**src/rtl/shift_sequencer.sv**
```systemverilog
// Sequencer for the 64-bit LSL/ASR step shifter: accepts a variable-distance shift
// command, loads the operand, issues the minimum 8-bit/1-bit step sequence and returns the result.
module shift_sequencer #(
    parameter int unsigned WIDTH = 64,
    parameter int unsigned CNT_W = 7
) (
    input  logic             clk,
    input  logic             rst,
    input  logic             cmd_valid,
    output logic             cmd_ready,
    input  logic [WIDTH-1:0] cmd_data,
    input  logic             cmd_dir,
    input  logic [CNT_W-1:0] cmd_count,
    output logic             sh_load,
    output logic             sh_ena,
    output logic [1:0]       sh_amount,
    output logic [WIDTH-1:0] sh_data,
    input  logic [WIDTH-1:0] sh_q,
    output logic             rsp_valid,
    input  logic             rsp_ready,
    output logic [WIDTH-1:0] rsp_data,
    output logic             busy
);

    typedef enum logic [1:0] {
        IDLE  = 2'd0,
        SHIFT = 2'd1,
        DONE  = 2'd2
    } state_t;

    localparam logic [CNT_W:0]   WIDTH_X = (CNT_W + 1)'(WIDTH);
    localparam logic [CNT_W-1:0] BYTE_STEP = CNT_W'(8);
    localparam logic [CNT_W-1:0] BIT_STEP  = CNT_W'(1);

    state_t           state_q, state_d;
    logic [CNT_W-1:0] rem_q, rem_d;
    logic             dir_q, dir_d;
    logic [CNT_W-1:0] cnt_clamped;
    logic [CNT_W-1:0] rem_next;

    // Distances beyond the datapath width saturate to a full-width shift
    assign cnt_clamped = ({1'b0, cmd_count} > WIDTH_X) ? WIDTH_X[CNT_W-1:0] : cmd_count;

    always_ff @(posedge clk or posedge rst) begin
        if (rst) begin
            state_q <= IDLE;
            rem_q   <= '0;
            dir_q   <= 1'b0;
        end else begin
            state_q <= state_d;
            rem_q   <= rem_d;
            dir_q   <= dir_d;
        end
    end

    always_comb begin
        state_d   = state_q;
        rem_d     = rem_q;
        dir_d     = dir_q;
        rem_next  = rem_q;
        cmd_ready = 1'b0;
        sh_load   = 1'b0;
        sh_ena    = 1'b0;
        sh_amount = 2'b00;
        rsp_valid = 1'b0;
        rsp_data  = sh_q;
        sh_data   = cmd_data;
        busy      = (state_q != IDLE);

        unique case (state_q)
            IDLE: begin
                cmd_ready = 1'b1;
                // Reset forces the state to IDLE asynchronously; keep the shifter untouched meanwhile
                sh_load   = cmd_valid & ~rst;
                if (cmd_valid) begin
                    dir_d   = cmd_dir;
                    rem_d   = cnt_clamped;
                    state_d = (cnt_clamped == '0) ? DONE : SHIFT;
                end
            end
            SHIFT: begin
                sh_ena = 1'b1;
                // Amount encoding is {arith_right, byte_step}
                if (rem_q >= BYTE_STEP) begin
                    sh_amount = {dir_q, 1'b1};
                    rem_next  = rem_q - BYTE_STEP;
                end else begin
                    sh_amount = {dir_q, 1'b0};
                    rem_next  = rem_q - BIT_STEP;
                end
                rem_d = rem_next;
                if (rem_next == '0) begin
                    state_d = DONE;
                end
            end
            DONE: begin
                rsp_valid = 1'b1;
                if (rsp_ready) begin
                    state_d = IDLE;
                end
            end
            default: begin
                state_d = IDLE;
            end
        endcase
    end

endmodule

```
**config.mk**
```make
export PLATFORM = sky130hd
export DESIGN_NAME = shift_sequencer
export DESIGN_NICKNAME = d
export VERILOG_FILES = /design/src/rtl/shift_sequencer.sv
export SDC_FILE = /design/constraint.sdc
export NUM_CORES = 1
export LEC_CHECK = 0
export BUFFER_PORTS_ARGS = -buffer_cell sky130_fd_sc_hd__buf_2
export CAP_MARGIN = 25
export CORE_AREA = 4 4 104 106
export DETAILED_ROUTE_END_ITERATION = 6
export DIE_AREA = 0 0 108 110
export GPL_ROUTABILITY_DRIVEN = 1
export PLACE_DENSITY = 0.6
export REMOVE_ABC_BUFFERS = 1
export SLEW_MARGIN = 5
export SYNTH_ARGS = -nofsm -noshare
export SYNTH_HDL_FRONTEND = slang
export SYNTH_SLANG_ARGS = --single-unit
```
**constraint.sdc**
```tcl
create_clock -name clk -period 2.81 [get_ports clk]
set_input_delay 0.281 -clock clk [delete_from_list [all_inputs] [get_ports clk]]
set_output_delay 0.281 -clock clk [all_outputs]
set_load 0.02 [all_outputs]
```
## Word level (Yosys, flattened, before mapping)

Index checks and enable logic that the tools add are counted.

| storage, ports and cells | value |
|---|---|
| register bits after elaboration | 10 |
| bits of input ports | 140 |
| output and inout port bits | 135 |
| word-level logic and storage cells | 38 |

| operators by class | value |
|---|---|
| add/sub/neg operators | 2 |
| order comparisons | 2 |
| equality and inequality tests | 5 |
| mux-type cells | 16 |
| bitwise logic cells | 2 |
| reduce and logical (&&, ||, !) cells | 8 |

Operator list:

| kind | number |
|---|---|
| $mux W7 | 4 |
| $logic_not A7 Y1 | 2 |
| $pmux W7 S2 | 1 |
| $mux W2 | 5 |
| $ge A7 B4 Y1 const B | 1 |
| $gt A7 B7 Y1 const B | 1 |
| $sub A7 B1 Y7 const B | 1 |
| $sub A7 B4 Y7 const B | 1 |
| $ne A2 B2 Y1 const B | 3 |
| $pmux W2 S3 | 1 |
| $mux W1 | 5 |
| $reduce_and A2 Y1 | 2 |
| $reduce_bool A2 Y1 | 2 |
| $reduce_and A3 Y1 | 1 |
| $eq A2 B1 Y1 const B | 1 |
| $eq A2 B2 Y1 const B | 1 |
| $logic_not A2 Y1 | 1 |
| $and A1 B1 Y1 | 1 |
| $not A1 Y1 | 1 |

## Logic depth before layout (Yosys ltp)

Gate-level depths: netlist of the first run.

| depth | value |
|---|---|
| depth after elaboration | 6 |
| gate-level depth with buffers | 9 |
| mapped depth without buffers | 7 |

## Least setup slack after synthesis of the first run

No wires, ideal clock.

| path | value |
|---|---|
| path type | flip-flop to flip-flop |
| start | register rem_q[3] |
| end | register state_q[0] |
| library setup time | 0.124 ns |
| arrival time | 2.267 ns |
| required time | 2.686 ns |
| path slack | 0.419 ns |
| cell stages (with the launch flop) | 9 |
| path buffers | 2 |
| clock period less this slack | 2.391 ns |
| path through | dfrtp_1 buf_4 inv_1 ha_1 or3b_1 buf_2 or4_1 a311o_1 o31a_1 |

| between the ends | value |
|---|---|
| word-level cells in the longest chain between the ends | 6 |
| elaborated cells on any way between the ends | 8 |
| those cells by class | add/sub: 2; order compare: 1; eq/ne: 1; mux: 2; reduce/logical: 2 |

RTL lines:

| element | line | source |
|---|---|---|
| from (decl) | 36 | `logic [CNT_W-1:0] rem_q, rem_d;` |
| from (signal assigned) | 51 | `rem_q <= rem_d;` |
| $sub A7 B1 Y7, or another cell as far along | 89 | `rem_next = rem_q - BIT_STEP;` |
| $mux W7 (*) | 84 | `if (rem_q >= BYTE_STEP) begin` |
| $mux W7 (*) | 70 | `unique case (state_q)` |
| $logic_not A7 Y1 (*) | 92 | `if (rem_next == '0) begin` |
| $ne A2 B2 Y1 (no line) (*) | n/a |  |
| $reduce_and A3 Y1 (no line) (*) | n/a |  |
| to (signal assigned) | 50 | `state_q <= state_d;` |
| to (decl) | 35 | `state_t state_q, state_d;` |

Every way passes the cells marked *; elsewhere a longest branch is shown, timed or not. The select of a mux whose other input is x is not followed.
A chain may end at the register's enable or synchronous reset.

## Worst setup path after layout of the first run

| path | value |
|---|---|
| start | register rem_q[3] |
| end | output port sh_amount[0] |

| between the ends | value |
|---|---|
| word-level cells in the longest chain between the ends | 3 |

RTL lines:

| element | line | source |
|---|---|---|
| $ge A7 B4 Y1 | 84 |  |
| $mux W1 | 84 |  |
| $mux W2 | 70 |  |
| to (decl) | 16 | `output logic [1:0] sh_amount,` |

No other way between the ends.

==> impl_metrics.json, run 1 <==
{
  "status": "finished clean",
  "cts.sinks": 10,
  "drive_gt1_frac": 0.242,
  "gp_congestion": 1.25,
  "gr-total-overflow": 0,
  "vias": 1441,
  "final_antenna_net_count": 0,
  "reg2reg_from": "rem_q[3]",
  "cts_buffer_depth": 2,
  "tightest_slew_ns": 0.460,
  "critPathRequiredTime_ns": 2.53,
  "io_pins": 275,
  "critPathCapture": "sh_amount[0]",
  "grt_max_degree": 13,
  "leakage_uw": 0.000460,
  "arrival_ns": 2.20,
  "r2r_setup_slack_ns": 0.36,
  "syn_area_um2": 1830,
  "placed_area_um2": 1110,
  "period_share": 0.885,
  "avgSynthCellArea_um2": 7.84,
  "cts_setup_buffers": 0,
  "setup-violations-final": 0,
  "vias_per_cell": 5.61,
  "clock.fmax_ghz": 0.402,
  "wl_um": 20900,
  "rsz0062_at_grt": "no",
  "min_period_ns": 2.49,
  "nets": 269,
  "cts_hold_buf": 0,
  "grt.total_usage": 0.336,
  "synthArstFlopShare": 1.00,
  "wl_per_cell_um": 81.1,
  "setup.worst_path.end_class": "primary output",
  "stdcell_area_um2": 1170,
  "synthTopCellsByArea": "buf_4, dfrtp_1, ha_1, inv_1, o21ai_0",
  "synthTopCellsByCount": "buf_4, inv_1, dfrtp_1",
  "post_cts_resized": 0,
  "dr.first_iter.drc_count": 123,
  "clock_insertion_delay_worst_skew_ns": 0.23,
  "n_antenna_cell": 0,
  "vdd_ir_drop_max_v": 0.000368,
  "finish.utilization": 0.120,
  "timing.rr.end": "state_q[0]",
  "cts_tree": "done",
  "worst_r2r_path_depth": 6,
  "antenna_found_initial": 0,
  "finalMaxSlewViolations": 0,
  "grt_pass1_vias": 1191,
  "clk_pin_slew_worst_paths_ns": 0.05,
  "startpoint_type": "register",
  "synthCells": 233,
  "h-tree-depth": 1,
  "dr.pass1.iters": 4,
  "ys.flop_type": "dfrtp_1",
  "start_util": 0.187,
  "std_cell_rows": 36,
  "dieArea_um2": 11900,
  "coreArea_um2": 9770,
  "die_h_um": 110,
  "critical_path.startpoint": "rem_q[3]",
  "yosysTopAreaCell": "buf_4",
  "yosys_warnings": 0,
  "drv_cap": 0,
  "dieWidth_um": 108,
  "synth.most_common_cell": "buf_4",
  "critPathKind": "register to primary output",
  "drc": 0,
  "synth_top_cell_area_share": 0.530,
  "area_growth_syn_to_layout_pct": -36.0,
  "finClkSkew_ns": 0.00416,
  "powerDensity_nw_per_um2": 1120,
  "synth_edf_count": 0,
  "critPathMaxFanout": 9,
  "hold_class": "input port to asynchronous set/reset pin",
  "grt_pass1_wl_um": 23300,
  "slew_headroom": 0.690,
  "dpl.hpwl_um": 20100,
  "ys_ff_latch": 10,
  "seq_area_frac_synth": 0.137,
  "synthDistinctLibCells": 45,
  "clock-root-buffer": "clkbuf_8",
  "fin_tns_setup_ns": 0,
  "numPortBuffers": 18,
  "numCtsBuffers": 3,
  "hold_viol_final": 0
}
report_power, final:
part	leakage, µW	internal, µW	switching (µW)	total (µW)
clock	0.0000288	123	55.7	179
sequential	0.000119	216	83.4	300
combinational	0.000313	332	503	835
flip-flops by register name (all words and copies together) (netlist names):
name,count
state_q,2
dir_q,1
rem_q,7
worst max-delay path, stage by stage (launching register included):
cell,delay (ns)
dfrtp_1,0.39
inv_1,0.14
ha_1,0.19
or3b_1,0.48
a31oi_2,0.44
nor2_1,0.14
buf_2,0.19
cell families after synthesis:
family,share of synthesized area
and+or+nand+nor,0.104
xor gates and xnor gates,0.00480
AOI/OAI and AO/OA,0.142
DFF,0.137
adders and majority gates,0.0274
muxes,0.0178
buffers and inverters,0.567
per-layer routing:
layer  global-route usage  vias up  wire, µm
met3                0.479       84      6290
met4                0.295        2      2240
met1               0.0887      582      1970
met2                0.589      341     10300
li1                     -      432         -
met5               0.0357        -        31
how the worst min path moves through the flow:
stage / startpoint / end / slack [ns] / cells after the start
after global routing: rst / dir_q / 0.06 / 2
after detailed placement: rst / dir_q / 0.29 / 2
after floorplan: rst / dir_q / 0.12 / 1
after CTS: rst / dir_q / 0.04 / 2
final: rst / dir_q / 0.03 / 2
after global placement: rst / dir_q / 0.28 / 2
final cells by class:
| class | instances | area [µm²] |
|---|---|---|
| flip-flops and latches | 10 | 250 |
| repair buffers | 21 | 113 |
| inverters | 12 | 45.0 |
| multi-input cells | 77 | 541 |
| well taps | 133 | 166 |
| fillers | 1146 | 8600 |
| clock buffers | 4 | 55.1 |
per-stage QoR:
stage,hold WS (ns),setup slack (ns),cells,total power (µW)
final,0.0301,0.324,257,1310
after global routing,0.0608,0.212,257,1410
after CTS,0.0403,0.366,257,1300
after detailed placement,0.291,0.427,253,1110
after global placement,0.284,0.468,253,1110
after floorplan,0.121,0.453,99,867
cell usage in the layout, fill, tap and decap left out, drive strengths merged, types with 2 or more instances in the layout:
cell / synthesis / routed
a211oi: 2 / 2
buf: 132 / 21
o31a: 2 / 2
ha: 4 / 4
or4: 4 / 4
nor2b: 2 / 2
inv: 12 / 12
clkbuf: 2 / 4
a21oi: 4 / 4
nor3: 2 / 2
dfrtp: 10 / 10
mux2: 2 / 2
nand2b: 2 / 2
nand2: 6 / 6
nor4: 2 / 2
nor2: 9 / 9
o22ai: 2 / 2
o21ai: 8 / 8
a31oi: 5 / 5
Note: power is estimated with default switching activity, not from simulation.
==> run 2: changes to the inputs <==
--- a/config.mk
+++ b/config.mk
@@ -11,7 +11,7 @@
 export DETAILED_ROUTE_END_ITERATION = 6
 export DIE_AREA = 0 0 108 110
 export GPL_ROUTABILITY_DRIVEN = 1
-export PLACE_DENSITY = 0.6
+export PLACE_DENSITY_LB_ADDON = 0.05
 export REMOVE_ABC_BUFFERS = 1
 export SLEW_MARGIN = 5
 export SYNTH_ARGS = -nofsm -noshare
==> run 2 against run 1 <==
Net effect:
- wire length up 5.7%
- global-route usage up 1.9 points
- critical path depth unchanged
- die area unchanged
- sequential cell count unchanged
- design area up 0.11%
- register-to-register slack worse by 0.02 ns
- worst hold slack better by 0.047 ns
- utilization about the same
- combinational power up 10%
- total power up 6.0%
- highest routed layer unchanged
==> impl_metrics.json, run 2 (synthesis gave the netlist of run 1 again) <==
{
  "clk_pin_slew_worst_paths_ns": 0.05,
  "finClkSkew_ns": 0.00256,
  "multi_input_area_um2": 541,
  "finalPower_uw": 1390,
  "layout_commonest_cell": "buf_2",
  "worst_r2r_path_depth": 6,
  "gr-total-overflow": 0,
  "wl_per_cell_um": 85.4,
  "startpoint_type": "register",
  "cts_buffer_depth": 2,
  "timing.rr.end": "state_q[0]",
  "std_cell_rows": 36,
  "area_growth_syn_to_layout_pct": -35.9,
  "drv_cap": 0,
  "wl_um": 22000,
  "critPathMaxStageDelay_ns": 0.48,
  "r2r_setup_slack_ns": 0.34,
  "placed_area_um2": 1130,
  "post-place-ws_ns": 0.384,
  "coreArea_um2": 9770,
  "stdcell_area_um2": 1170,
  "crit_buf_inv": 2,
  "leakage_uw": 0.000463,
  "final_antenna_net_count": 0,
  "slew_headroom": 0.651,
  "die_h_um": 110,
  "dr.pass1.iters": 6,
  "vdd_ir_drop_max_v": 0.000210,
  "clock_insertion_delay_worst_skew_ns": 0.24,
  "reg2reg_from": "rem_q[3]",
  "status": "finished clean",
  "dieArea_um2": 11900,
  "critical_path.startpoint": "rem_q[3]",
  "crit_cells": 6,
  "post_cts_resized": 0,
  "clock-root-buffer": "clkbuf_8",
  "antenna_found_initial": 0,
  "grt_pass1_vias": 1265,
  "setup.worst_path.end_class": "primary output",
  "critPathCapture": "sh_amount[0]",
  "n_antenna_cell": 0,
  "most-common-layout-cells": "buf_2, inv_1, dfrtp_1",
  "grt_max_degree": 13,
  "critPathKind": "register to primary output",
  "vias": 1397,
  "arrival_ns": 2.29,
  "final.fill_count": 1142,
  "dpl.hpwl_um": 20700,
  "cts.sinks": 10,
  "stdcell_count": 258,
  "powerDensity_nw_per_um2": 1190,
  "hold_viol_final": 0,
  "reg_top3": "rem_q (7), state_q (2), dir_q (1)",
  "slowest_stage": "or3b_1",
  "cts_setup_buffers": 0,
  "cts_hold_buf": 0,
  "period_share": 0.916,
  "numCtsBuffers": 3,
  "worst_slack_ns": 0.237,
  "drive_gt1_frac": 0.248,
  "h-tree-depth": 1,
  "finalMaxSlewViolations": 0,
  "io_pins": 275,
  "rsz0062_at_grt": "no",
  "hold_class": "input port to asynchronous set/reset pin",
  "numPortBuffers": 18,
  "critPathMaxFanout": 9,
  "dp_cells": 255,
  "cts_tree": "done",
  "cp_cell_sequence": "inv_1 > ha_1 > or3b_1 > a31oi_2 > nor2_1 > buf_2",
  "min_period_ns": 2.57,
  "grt.total_usage": 0.356,
  "clock.fmax_ghz": 0.389,
  "dr.first_iter.drc_count": 86,
  "drc": 0,
  "tightest_slew_ns": 0.516,
  "gp_congestion": 1.27,
  "fin_tns_setup_ns": 0,
  "start_util": 0.187,
  "cp_top_family": "simple AND/OR/NAND/NOR gates",
  "regArea_um2": 250,
  "dieWidth_um": 108,
  "critPathRequiredTime_ns": 2.53,
  "largest_reg_flops": 7,
  "vias_per_cell": 5.41,
  "regMostFlops": "rem_q",
  "grt_pass1_wl_um": 24500,
  "setup-violations-final": 0,
  "nets": 271
}
[run 2: cell types whose count changed in the layout (fill, tap and decap cells not counted)]
cell      previous run  this run
clkbuf_8             4         3
buf_4                3         5
[run 2: metrics by stage]
stage	util	hold slack [ns]
after CTS	0.120	0.0978
after floorplan	-	0.121
final	0.120	0.0766
after global routing	0.120	0.129
after global placement	0.116	0.346
after detailed placement	0.116	0.355
[run 2: worst min path at each step]
stage	endpoint	from	cells past startpoint
2_1_floorplan	dir_q	rst	1
3_3_place_gp	dir_q	rst	2
3_5_place_dp	dir_q	rst	2
4_1_cts	dir_q	rst	2
5_1_grt	rem_q[6]	rst	2
6_report	rem_q[6]	rst	2
[run 2: worst reg2reg max path, stage by stage (launching register included)]
cell and delay (ns):
dfrtp_1 0.38, inv_1 0.15, ha_1 0.20, or3b_1 0.48
or4_1 0.45, a311o_1 0.40, o31a_1 0.30
[run 2: routing by layer]
metal,track usage,vias to the layer above,wire (µm)
li1,-,434,-
met1,0.131,617,2980
met2,0.645,302,11000
met3,0.493,42,6390
met4,0.196,2,1570
met5,0.0268,-,44
[run 2: report_power, final]
part / internal [µW] / leakage [µW] / total [µW] / switching, µW
Combinational: 348 / 0.000322 / 922 / 574
Sequential: 216 / 0.000119 / 313 / 97.1
Clock: 94.5 / 0.0000216 / 158 / 63.5
Total: 659 / 0.000463 / 1390 / 734
[run 2: area by class of cell]
| type | instances | area share |
|---|---|---|
| Tap cell | 133 | 0.142 |
| Inverter | 12 | 0.0385 |
| Multi-Input combinational cell | 77 | 0.462 |
| Sequential cell | 10 | 0.214 |
| Clock buffer | 3 | 0.0353 |
| Timing Repair Buffer | 23 | 0.109 |
